`src/rtl/song_select_ctrl.sv`:
```
// Song-choose panel sequencer: cursor tracking, page fetch from the song-name ROM, atomic name commit.
// Build option: define SONG_WRAP_EN to make the cursor wrap at both ends instead of saturating.
module song_select_ctrl #(
   parameter int                SONG_COUNT = 8,
   parameter int                NAME_W     = 160,
   parameter logic [NAME_W-1:0] BLANK_NAME = '0
) (
   input  logic              vga_clk,
   input  logic              rst_n,
   input  logic              active,
   input  logic              btn_up,
   input  logic              btn_down,
   input  logic              btn_confirm,
   output logic              name_req,
   output logic [2:0]        name_addr,
   input  logic              name_ack,
   input  logic [NAME_W-1:0] name_data,
   output logic              repertoire_page,
   output logic [1:0]        page_song_id,
   output logic [NAME_W-1:0] songname_1,
   output logic [NAME_W-1:0] songname_2,
   output logic [NAME_W-1:0] songname_3,
   output logic [NAME_W-1:0] songname_4,
   output logic              busy,
   output logic              sel_valid,
   output logic [2:0]        sel_id
);

   // state   | meaning
   // START   | clear slot counter, begin page load
   // FETCH   | request name for slot, or blank it if past SONG_COUNT
   // NEXT    | one-cycle request gap, advance slot
   // COMMIT  | publish staged names and pending cursor together
   // READY   | idle, accepting button pulses
   typedef enum logic [2:0] {
      ST_START,
      ST_FETCH,
      ST_NEXT,
      ST_COMMIT,
      ST_READY
   } state_t;

   localparam logic [2:0] LAST_IDX = 3'(SONG_COUNT - 1);
   localparam logic [3:0] COUNT4   = 4'(SONG_COUNT);

   state_t            state_q;
   logic [1:0]        slot_q;
   logic              pend_page_q;
   logic [1:0]        pend_slot_q;
   logic              page_q;
   logic [1:0]        hl_q;
   logic [NAME_W-1:0] stage_q [4];
   logic [NAME_W-1:0] name_q  [4];
   logic              req_q;
   logic [2:0]        addr_q;
   logic              sel_valid_q;
   logic [2:0]        sel_id_q;

   logic [2:0] cur;
   logic [2:0] cur_d;
   logic [2:0] fetch_idx;
   logic       fetch_blank;
   logic       move_up;
   logic       move_dn;

   assign cur         = {page_q, hl_q};
   assign fetch_idx   = {pend_page_q, slot_q};
   assign fetch_blank = ({1'b0, fetch_idx} >= COUNT4);
   assign move_up     = btn_up & ~btn_down;
   assign move_dn     = btn_down & ~btn_up;

   always_comb begin
      cur_d = cur;
      if (move_dn) begin
         if (cur == LAST_IDX) begin
`ifdef SONG_WRAP_EN
            cur_d = 3'd0;
`else
            cur_d = cur;
`endif
         end else begin
            cur_d = cur + 3'd1;
         end
      end else if (move_up) begin
         if (cur == 3'd0) begin
`ifdef SONG_WRAP_EN
            cur_d = LAST_IDX;
`else
            cur_d = cur;
`endif
         end else begin
            cur_d = cur - 3'd1;
         end
      end
   end

   always_ff @(posedge vga_clk) begin
      if (!rst_n) begin
         state_q     <= ST_START;
         slot_q      <= 2'd0;
         pend_page_q <= 1'b0;
         pend_slot_q <= 2'd0;
         page_q      <= 1'b0;
         hl_q        <= 2'd0;
         req_q       <= 1'b0;
         addr_q      <= 3'd0;
         sel_valid_q <= 1'b0;
         sel_id_q    <= 3'd0;
         for (int i = 0; i < 4; i++) begin
            stage_q[i] <= BLANK_NAME;
            name_q[i]  <= BLANK_NAME;
         end
      end else begin
         sel_valid_q <= 1'b0;
         case (state_q)
            ST_START: begin
               slot_q  <= 2'd0;
               state_q <= ST_FETCH;
            end
            ST_FETCH: begin
               if (fetch_blank) begin
                  stage_q[slot_q] <= BLANK_NAME;
                  state_q         <= ST_NEXT;
               end else if (!req_q) begin
                  req_q  <= 1'b1;
                  addr_q <= fetch_idx;
               end else if (name_ack) begin
                  stage_q[slot_q] <= name_data;
                  req_q           <= 1'b0;
                  state_q         <= ST_NEXT;
               end
            end
            ST_NEXT: begin
               if (slot_q == 2'd3) begin
                  state_q <= ST_COMMIT;
               end else begin
                  slot_q  <= slot_q + 2'd1;
                  state_q <= ST_FETCH;
               end
            end
            ST_COMMIT: begin
               name_q  <= stage_q;
               page_q  <= pend_page_q;
               hl_q    <= pend_slot_q;
               state_q <= ST_READY;
            end
            ST_READY: begin
               if (active) begin
                  if (btn_confirm) begin
                     sel_valid_q <= 1'b1;
                     sel_id_q    <= cur;
                  end else if (cur_d[2] != page_q) begin
                     // displayed page and highlight stay put until the new page commits
                     pend_page_q <= cur_d[2];
                     pend_slot_q <= cur_d[1:0];
                     slot_q      <= 2'd0;
                     state_q     <= ST_FETCH;
                  end else begin
                     hl_q        <= cur_d[1:0];
                     pend_slot_q <= cur_d[1:0];
                  end
               end
            end
            default: state_q <= ST_START;
         endcase
      end
   end

   assign name_req        = req_q;
   assign name_addr       = addr_q;
   assign repertoire_page = page_q;
   assign page_song_id    = hl_q;
   assign songname_1      = name_q[0];
   assign songname_2      = name_q[1];
   assign songname_3      = name_q[2];
   assign songname_4      = name_q[3];
   assign busy            = (state_q != ST_READY);
   assign sel_valid       = sel_valid_q;
   assign sel_id          = sel_id_q;

endmodule
```
`config.mk`:
```
export PLATFORM = sky130hd
export DESIGN_NAME = song_select_ctrl
export DESIGN_NICKNAME = d
export VERILOG_FILES = /design/src/rtl/song_select_ctrl.sv
export SDC_FILE = /design/constraint.sdc
export NUM_CORES = 2
export LEC_CHECK = 0
export ABC_AREA = 1
export CAP_MARGIN = 5
export CORE_AREA = 2 2 318 320
export CTS_BUF_LIST = sky130_fd_sc_hd__clkbuf_8
export DETAILED_ROUTE_END_ITERATION = 10
export DIE_AREA = 0 0 320 322
export PLACE_DENSITY = 0.72
export SYNTH_ARGS = -nofsm -noshare
export SYNTH_HDL_FRONTEND = slang
export SYNTH_SLANG_ARGS = --single-unit
```
`constraint.sdc`:
```
create_clock -name vga_clk -period 1.7 [get_ports vga_clk]
set_clock_uncertainty 0.1 [all_clocks]
set_input_delay 0.425 -clock vga_clk [delete_from_list [all_inputs] [get_ports vga_clk]]
set_output_delay 0.425 -clock vga_clk [all_outputs]
set_load 0.03 [all_outputs]
```
Word-level counts from Yosys, hierarchy flattened:

Index checks and enable logic that the tools add are counted.

* input bits: 167
* output and inout bits: 652
* register bits: 1299
* logic and storage cells: 85

* add/subtract/negate cells: 3
* reductions and logical operators: 14
* equality and inequality tests: 15
* mux-type cells: 26
* bitwise logic cells: 7
* $lt $le $gt $ge: 2

Operator list (number)
* 640-bit bitwise mux: 1
* 160-bit demux with 2-bit select: 1
* 160-bit two-way mux: 1
* 3-bit two-way mux: 9
* 2-bit two-way mux: 8
* 3-bit one-hot mux with 5 select lines: 1
* 2-bit != test (second input constant): 7
* 3-bit AND reduction: 4
* 5-bit AND reduction: 2
* 4-bit AND reduction: 2
* 3-bit by 2-bit == test with 1-bit output (second input constant): 2
* 3-bit == test (second input constant): 2
* 3-bit logical NOT: 2
* 2-bit one-hot mux with 3 select lines: 1
* 1-bit inverter: 4
* 2-bit one-hot mux with 2 select lines: 1
* 3-bit by 1-bit adder with 3-bit output (second input constant): 1
* 3-bit by 1-bit == test with 1-bit output (second input constant): 1
* 3-bit greater-or-equal comparator (second input constant): 1
* 3-bit by 1-bit less-than comparator with 1-bit output (second input constant): 1
* 1-bit two-way mux: 3
* 3-bit != test (second input constant): 1
* 2-bit inverter with 3-bit output: 1
* 3-bit nonzero test: 1
* other kinds (8): 9

Depth between registers and ports, before layout:

* depth after elaboration: 9
* gate-level depth with buffers: 12
* gate-level depth less buffers: 12

Least setup slack after synthesis:

Ideal clock, no wire load.

* path type: register to register
* start: register hl_q[0], in the netlist page_song_id[0]
* end: register hl_q[0], in the netlist page_song_id[0]
* required time: 1.487 ns
* stages on the path, launching flop included: 13
* period minus slack after synthesis: 1.881 ns
* library setup time: 0.113 ns
* path slack: -0.181 ns
* path buffers: 0
* arrival time: 1.668 ns
* cells stage by stage: dfxtp_1 -> inv_1 -> ha_1 -> nor2_1 -> nand3_1 -> nand3_1 -> nand3_1 -> nand3_1 -> nand2_1 -> nand2_1 -> nand2_1 -> nand2_1 -> nor2_1

* cells in the longest elaborated chain, start to end: 8
* elaborated cells between the ends (all ways): 15
* those cells by class: add/sub (2); eq/ne (3); mux (8); reduce/logical (2)

RTL lines
* start, declared: RTL line 51 `logic [1:0] hl_q;`
* start signal, assigned: RTL line 144 `hl_q <= pend_slot_q;`
* start signal, assigned: RTL line 159 `hl_q <= cur_d[1:0];`
* 3-bit by 1-bit subtractor with 3-bit output or 3-bit logical NOT (tied branches): RTL line 92, 85
* 3-bit two-way mux: RTL line 85 `if (cur == 3'd0) begin`
* 3-bit two-way mux: RTL line 84 `end else if (move_up) begin`
* 3-bit two-way mux (*): RTL line 74 `if (move_dn) begin`
* 2-bit two-way mux: RTL line 152 `end else if (cur_d[2] != page_q) begin`
* 2-bit two-way mux: RTL line 149 `if (btn_confirm) begin`
* 2-bit two-way mux: RTL line 148 `if (active) begin`
* 2-bit one-hot mux with 2 select lines: RTL line 115 `case (state_q)`

Every way passes the cells marked *; elsewhere a longest branch is shown, timed or not. The select of a mux whose other input is x is not followed.
A chain may end at the register's enable or synchronous reset.

Worst setup path in the final report:

* start: register state_q[0]
* end: register stage_q[497] (netlist name)

* cells in the longest elaborated chain, start to end: 2

RTL lines
* start, declared: RTL line 46 `state_t state_q;`
* start signal, assigned: RTL line 99 `state_q <= ST_START;`
* start signal, assigned: RTL line 118 `state_q <= ST_FETCH;`
* start signal, assigned: RTL line 123 `state_q <= ST_NEXT;`
* 3-bit by 1-bit == test with 1-bit output: RTL line 115
* 3-bit AND reduction (no source line)
* end signal, assigned by index: RTL line 128 `stage_q[slot_q] <= name_data;`
* end, declared: RTL line 52 `logic [NAME_W-1:0] stage_q [4];`

No other way between the ends.

==> results_dict.tcl <==
set metrics [dict create \
    result_of_the_run "finished with violations" \
    failed_checks "setup timing" \
    endpoint "stage_q[497]" \
    worstPathCellList "buf_4 > inv_2 > nor3_4 > inv_2 > nor2_4 > buf_6 > clkbuf_16 > nand2_8 > buf_12 > buf_12 > clkbuf_16 > nand2_1 > a21oi_1" \
    hold_viol_final 0 \
    worst-r2r-setup-slack_ps -540 \
    numPortBuffers 818 \
    vias 47063 \
    critical_path_class "reg -> reg" \
    path_buf_inv 8 \
    clock_tree.htree_level_count 4 \
    worstHoldPathType "in -> reg" \
    critical_path_depth 13 \
    clk_pin_slew_ps 70 \
    worst-r2r-cell-count 13 \
    critPathRequiredTime_ps 2370 \
    placed_wire_length_estimate_um 102400 \
    core_area_um2 99570 \
    max-slew-margin-rel_pct 68.56 \
    cts_inserted_buffers 202 \
    fmax_mhz 447.1 \
    drcViolationCount 0 \
    critPathMaxStageDelay_ps 340 \
    crit_path_end_kind "flop" \
    die_y_um 322 \
    timing_max_transition_violations_final 0 \
    synth-async-reset-ratio_pct 0 \
    grt_start_max_net_pins 98 \
    seq_area_frac_synth_pct 56.81 \
    cts_buffer_depth 3 \
    synth_enable_flop_cells 0 \
    grt_first_pass_wirelength_um 245000 \
    area_enclosed_by_the_die_boundary_um2 103000 \
    path_delay_family "buffers and inverters" \
    critical_path.max_fanout 10 \
    drv.max_cap_violation_count 0 \
    post_synth_num_cell_types 23 \
    gr-usage-all-layers_pct 30.16 \
    finalCriticalPeriod_ps 2237 \
    post_drt_via_cell_ratio 5.767 \
    via_count_of_the_first_global_routing_pass 42101 \
    start_kind "flop" \
    crit_start "state_q[0]" \
    placement_rows 116 \
    cts_tree "built" \
    synth.yosys.warnings 0 \
    finalCritPeriodShare_pct 131.6 \
    clkLatencyLatePin_ps 910 \
    postSynthRegisterBits 1299 \
    reg2reg_to "stage_q[497]" \
    mappedNetlistArea_um2 45780 \
    power.density_cell_area_nw_per_um2 1251 \
    start_util_pct 45.98 \
    total_power_mw 85.64 \
    io_pins 819 \
    cts_root_buffer "sky130_fd_sc_hd__clkbuf_8" \
    layout-drive-gt1-share_pct 34.27 \
    ant_nets 0 \
    design.final.nets 6861 \
    drtPass1Iterations 6 \
    least_margin_pin_slew_ps 471.6 \
    synth.avg_cell_area_um2 8.040 \
    cellLeakagePower_nw 28.67 \
    antenna_found_initial 20 \
    routabilityCongestion 0.8561 \
    setup_repair_after_global_routing_missed_its_margin "yes" \
    crit_reg_reg_startpoint "state_q[0]" \
    critical_path_arrival_ps 2900 \
    drt_iter0_drc 5848 \
    fin_area_um2 68460 \
    route.detailed.wl_per_inst_um 23.37 \
    grt.overflow.total 0 \
    setup_viol_count_final 1942 \
    postSynthCellCount 5694 \
    clock_sinks 1299 \
    placed_standard_cell_area_um2 56870 \
    postLayoutSetupSlackWorst_ps -536.6 \
    critPathSlowestCell "sky130_fd_sc_hd__dfxtp_2" \
    syn_nets 5868 \
    postSynth.topFlopCell "sky130_fd_sc_hd__dfxtp_1" \
    die_w_um 320 \
    routed_wl_um 190700 \
    syn2layout_area_growth_pct 49.54 \
    vdd.ir_drop.worst_v 0.0008193 \
    setup_slack_placement_ps -609.5 \
]
==> cells in the mapped netlist, types with 2 or more instances <==
cell                          n  area, um2
sky130_fd_sc_hd__dfxtp_1   1299      26000
sky130_fd_sc_hd__nor2_1    1165       4373
sky130_fd_sc_hd__a21oi_1    719       3598
sky130_fd_sc_hd__o21ai_0    717       3588
sky130_fd_sc_hd__nand2_1    610       2290
sky130_fd_sc_hd__nand3_1    584       2923
sky130_fd_sc_hd__clkbuf_1   354       1329
sky130_fd_sc_hd__inv_1       83      311.6
sky130_fd_sc_hd__buf_2       70      350.3
sky130_fd_sc_hd__buf_6       61      686.9
sky130_fd_sc_hd__ha_1         7      87.58
sky130_fd_sc_hd__buf_8        5      75.07
sky130_fd_sc_hd__inv_2        3      11.26
sky130_fd_sc_hd__nand2_4      3      33.78
sky130_fd_sc_hd__o211ai_1     3      22.52
sky130_fd_sc_hd__nand4_1      2      12.51
sky130_fd_sc_hd__nor3_1       2      10.01
sky130_fd_sc_hd__nor3_4       2      32.53
==> per-stage QoR <==
stage | hold slack [ps] | utilization (%) | std cells | setup TNS [ps]
after detailed placement | 343.5 | 57.12 | 7562 | -359330
after global placement | 336.5 | 57.12 | 7562 | -357530
final | 114.0 | 68.75 | 8161 | -456670
after floorplan | 329.7 | - | 5694 | 0
after global routing | 105.0 | 68.75 | 8160 | -596310
after CTS | 17.55 | 64.25 | 7979 | -682620
==> power by group <==
part	total, mW	switching, mW	internal (mW)
combinational	23.1	13.9	9.22
clock	27.0	12.8	14.2
sequential	35.5	2.16	33.3
==> layout by cell type (no fill, tap or decap), types with 3 or more instances in the layout <==
master	count
sky130_fd_sc_hd__nand2_4	31
sky130_fd_sc_hd__inv_6	5
sky130_fd_sc_hd__nand2_1	452
sky130_fd_sc_hd__clkinv_2	14
sky130_fd_sc_hd__bufbuf_16	5
sky130_fd_sc_hd__nand2_8	15
sky130_fd_sc_hd__nand3_4	12
sky130_fd_sc_hd__ha_1	3
sky130_fd_sc_hd__nand2_2	127
sky130_fd_sc_hd__inv_1	147
sky130_fd_sc_hd__nand3_1	556
sky130_fd_sc_hd__buf_6	638
sky130_fd_sc_hd__o211ai_1	3
sky130_fd_sc_hd__a21oi_2	53
sky130_fd_sc_hd__diode_2	20
sky130_fd_sc_hd__dfxtp_4	66
sky130_fd_sc_hd__dfxtp_1	645
sky130_fd_sc_hd__nor2_1	1163
sky130_fd_sc_hd__a21oi_1	666
sky130_fd_sc_hd__ha_4	4
sky130_fd_sc_hd__clkbuf_8	264
sky130_fd_sc_hd__clkinvlp_4	4
sky130_fd_sc_hd__nor2_4	3
sky130_fd_sc_hd__nand3_2	16
sky130_fd_sc_hd__buf_8	17
sky130_fd_sc_hd__buf_4	160
sky130_fd_sc_hd__clkdlybuf4s50_1	165
sky130_fd_sc_hd__clkbuf_16	81
sky130_fd_sc_hd__inv_12	4
sky130_fd_sc_hd__dfxtp_2	588
sky130_fd_sc_hd__o21ai_1	12
sky130_fd_sc_hd__buf_16	45
sky130_fd_sc_hd__buf_12	155
sky130_fd_sc_hd__o21ai_2	23
sky130_fd_sc_hd__o21ai_4	3
sky130_fd_sc_hd__o21ai_0	679
==> state kept, by name, indices dropped and copies added, names as in the netlist <==
name,count
slot_q,2
songname_4,160
stage_q,640
sel_id,3
state_q,3
songname_3,160
repertoire_page,1
name_addr,3
page_song_id,2
pend_page_q,1
songname_1,160
sel_valid,1
name_req,1
pend_slot_q,2
songname_2,160
==> area by class of cell <==
class,instances,area (um2)
tap,1298,1624
inverter,87,349.1
timing repair buffer,1267,16830
clock inverter,96,540.5
multi-input combinational,3830,18440
sequential,1299,26990
clock buffer,264,3633
fill,7370,31110
antenna,20,50.05
==> repair_timing <==
item | 4_1_cts | 5_1_grt
hold buffers | 1 | 0
gates cloned | 23 | 126
endpoints found under the setup margin | 1808 | 1949
buffers inserted | 34 | 40
resized for setup | 4934 | 414
pin swaps | 17 | 59
hold endpoints to repair | 153 | 0
==> layer usage <==
layer	wire length [um]	global-route usage, %	vias up
met5	0	0	-
met1	72450	37.94	22485
met4	11060	15.15	0
met2	85980	48.05	3024
met3	21200	7.640	624
li1	-	-	20930
==> worst min path at each step <==
stage / from / end / slack (ps) / cells after the start
floorplan: stage_q[580] / songname_1[100] / 330 / 2
global placement: stage_q[627] / songname_1[147] / 340 / 2
detailed placement: stage_q[592] / stage_q[592] / 340 / 2
CTS: name_data[33] / stage_q[193] / 20 / 3
global route: name_data[48] / stage_q[208] / 100 / 3
finish: name_data[33] / stage_q[193] / 110 / 3
==> tightest hold or removal path, delay by kind of cell <==
| kind | cells | cell delay [ps] |
|---|---|---|
| buf+inv | 1 | 480 |
| compound gates | 1 | 60 |
| simple gates | 1 | 120 |
==> logic make-up (layout without fill, tap and decap cells) <==
kind of cell | after synthesis | after routing | synth area share, %
AO/OA/AOI/OAI | 1440 | 1440 | 15.77
XOR/XNOR | 1 | 1 | 0.01914
adder cells (fa/ha/maj) | 7 | 7 | 0.1913
buffers and inverters | 577 | 1714 | 6.046
flip-flops | 1299 | 1299 | 56.81
other | 0 | 20 | 0
AND/OR/NAND/NOR | 2370 | 2382 | 21.17
No activity file was read; power rests on OpenSTA's default activity.
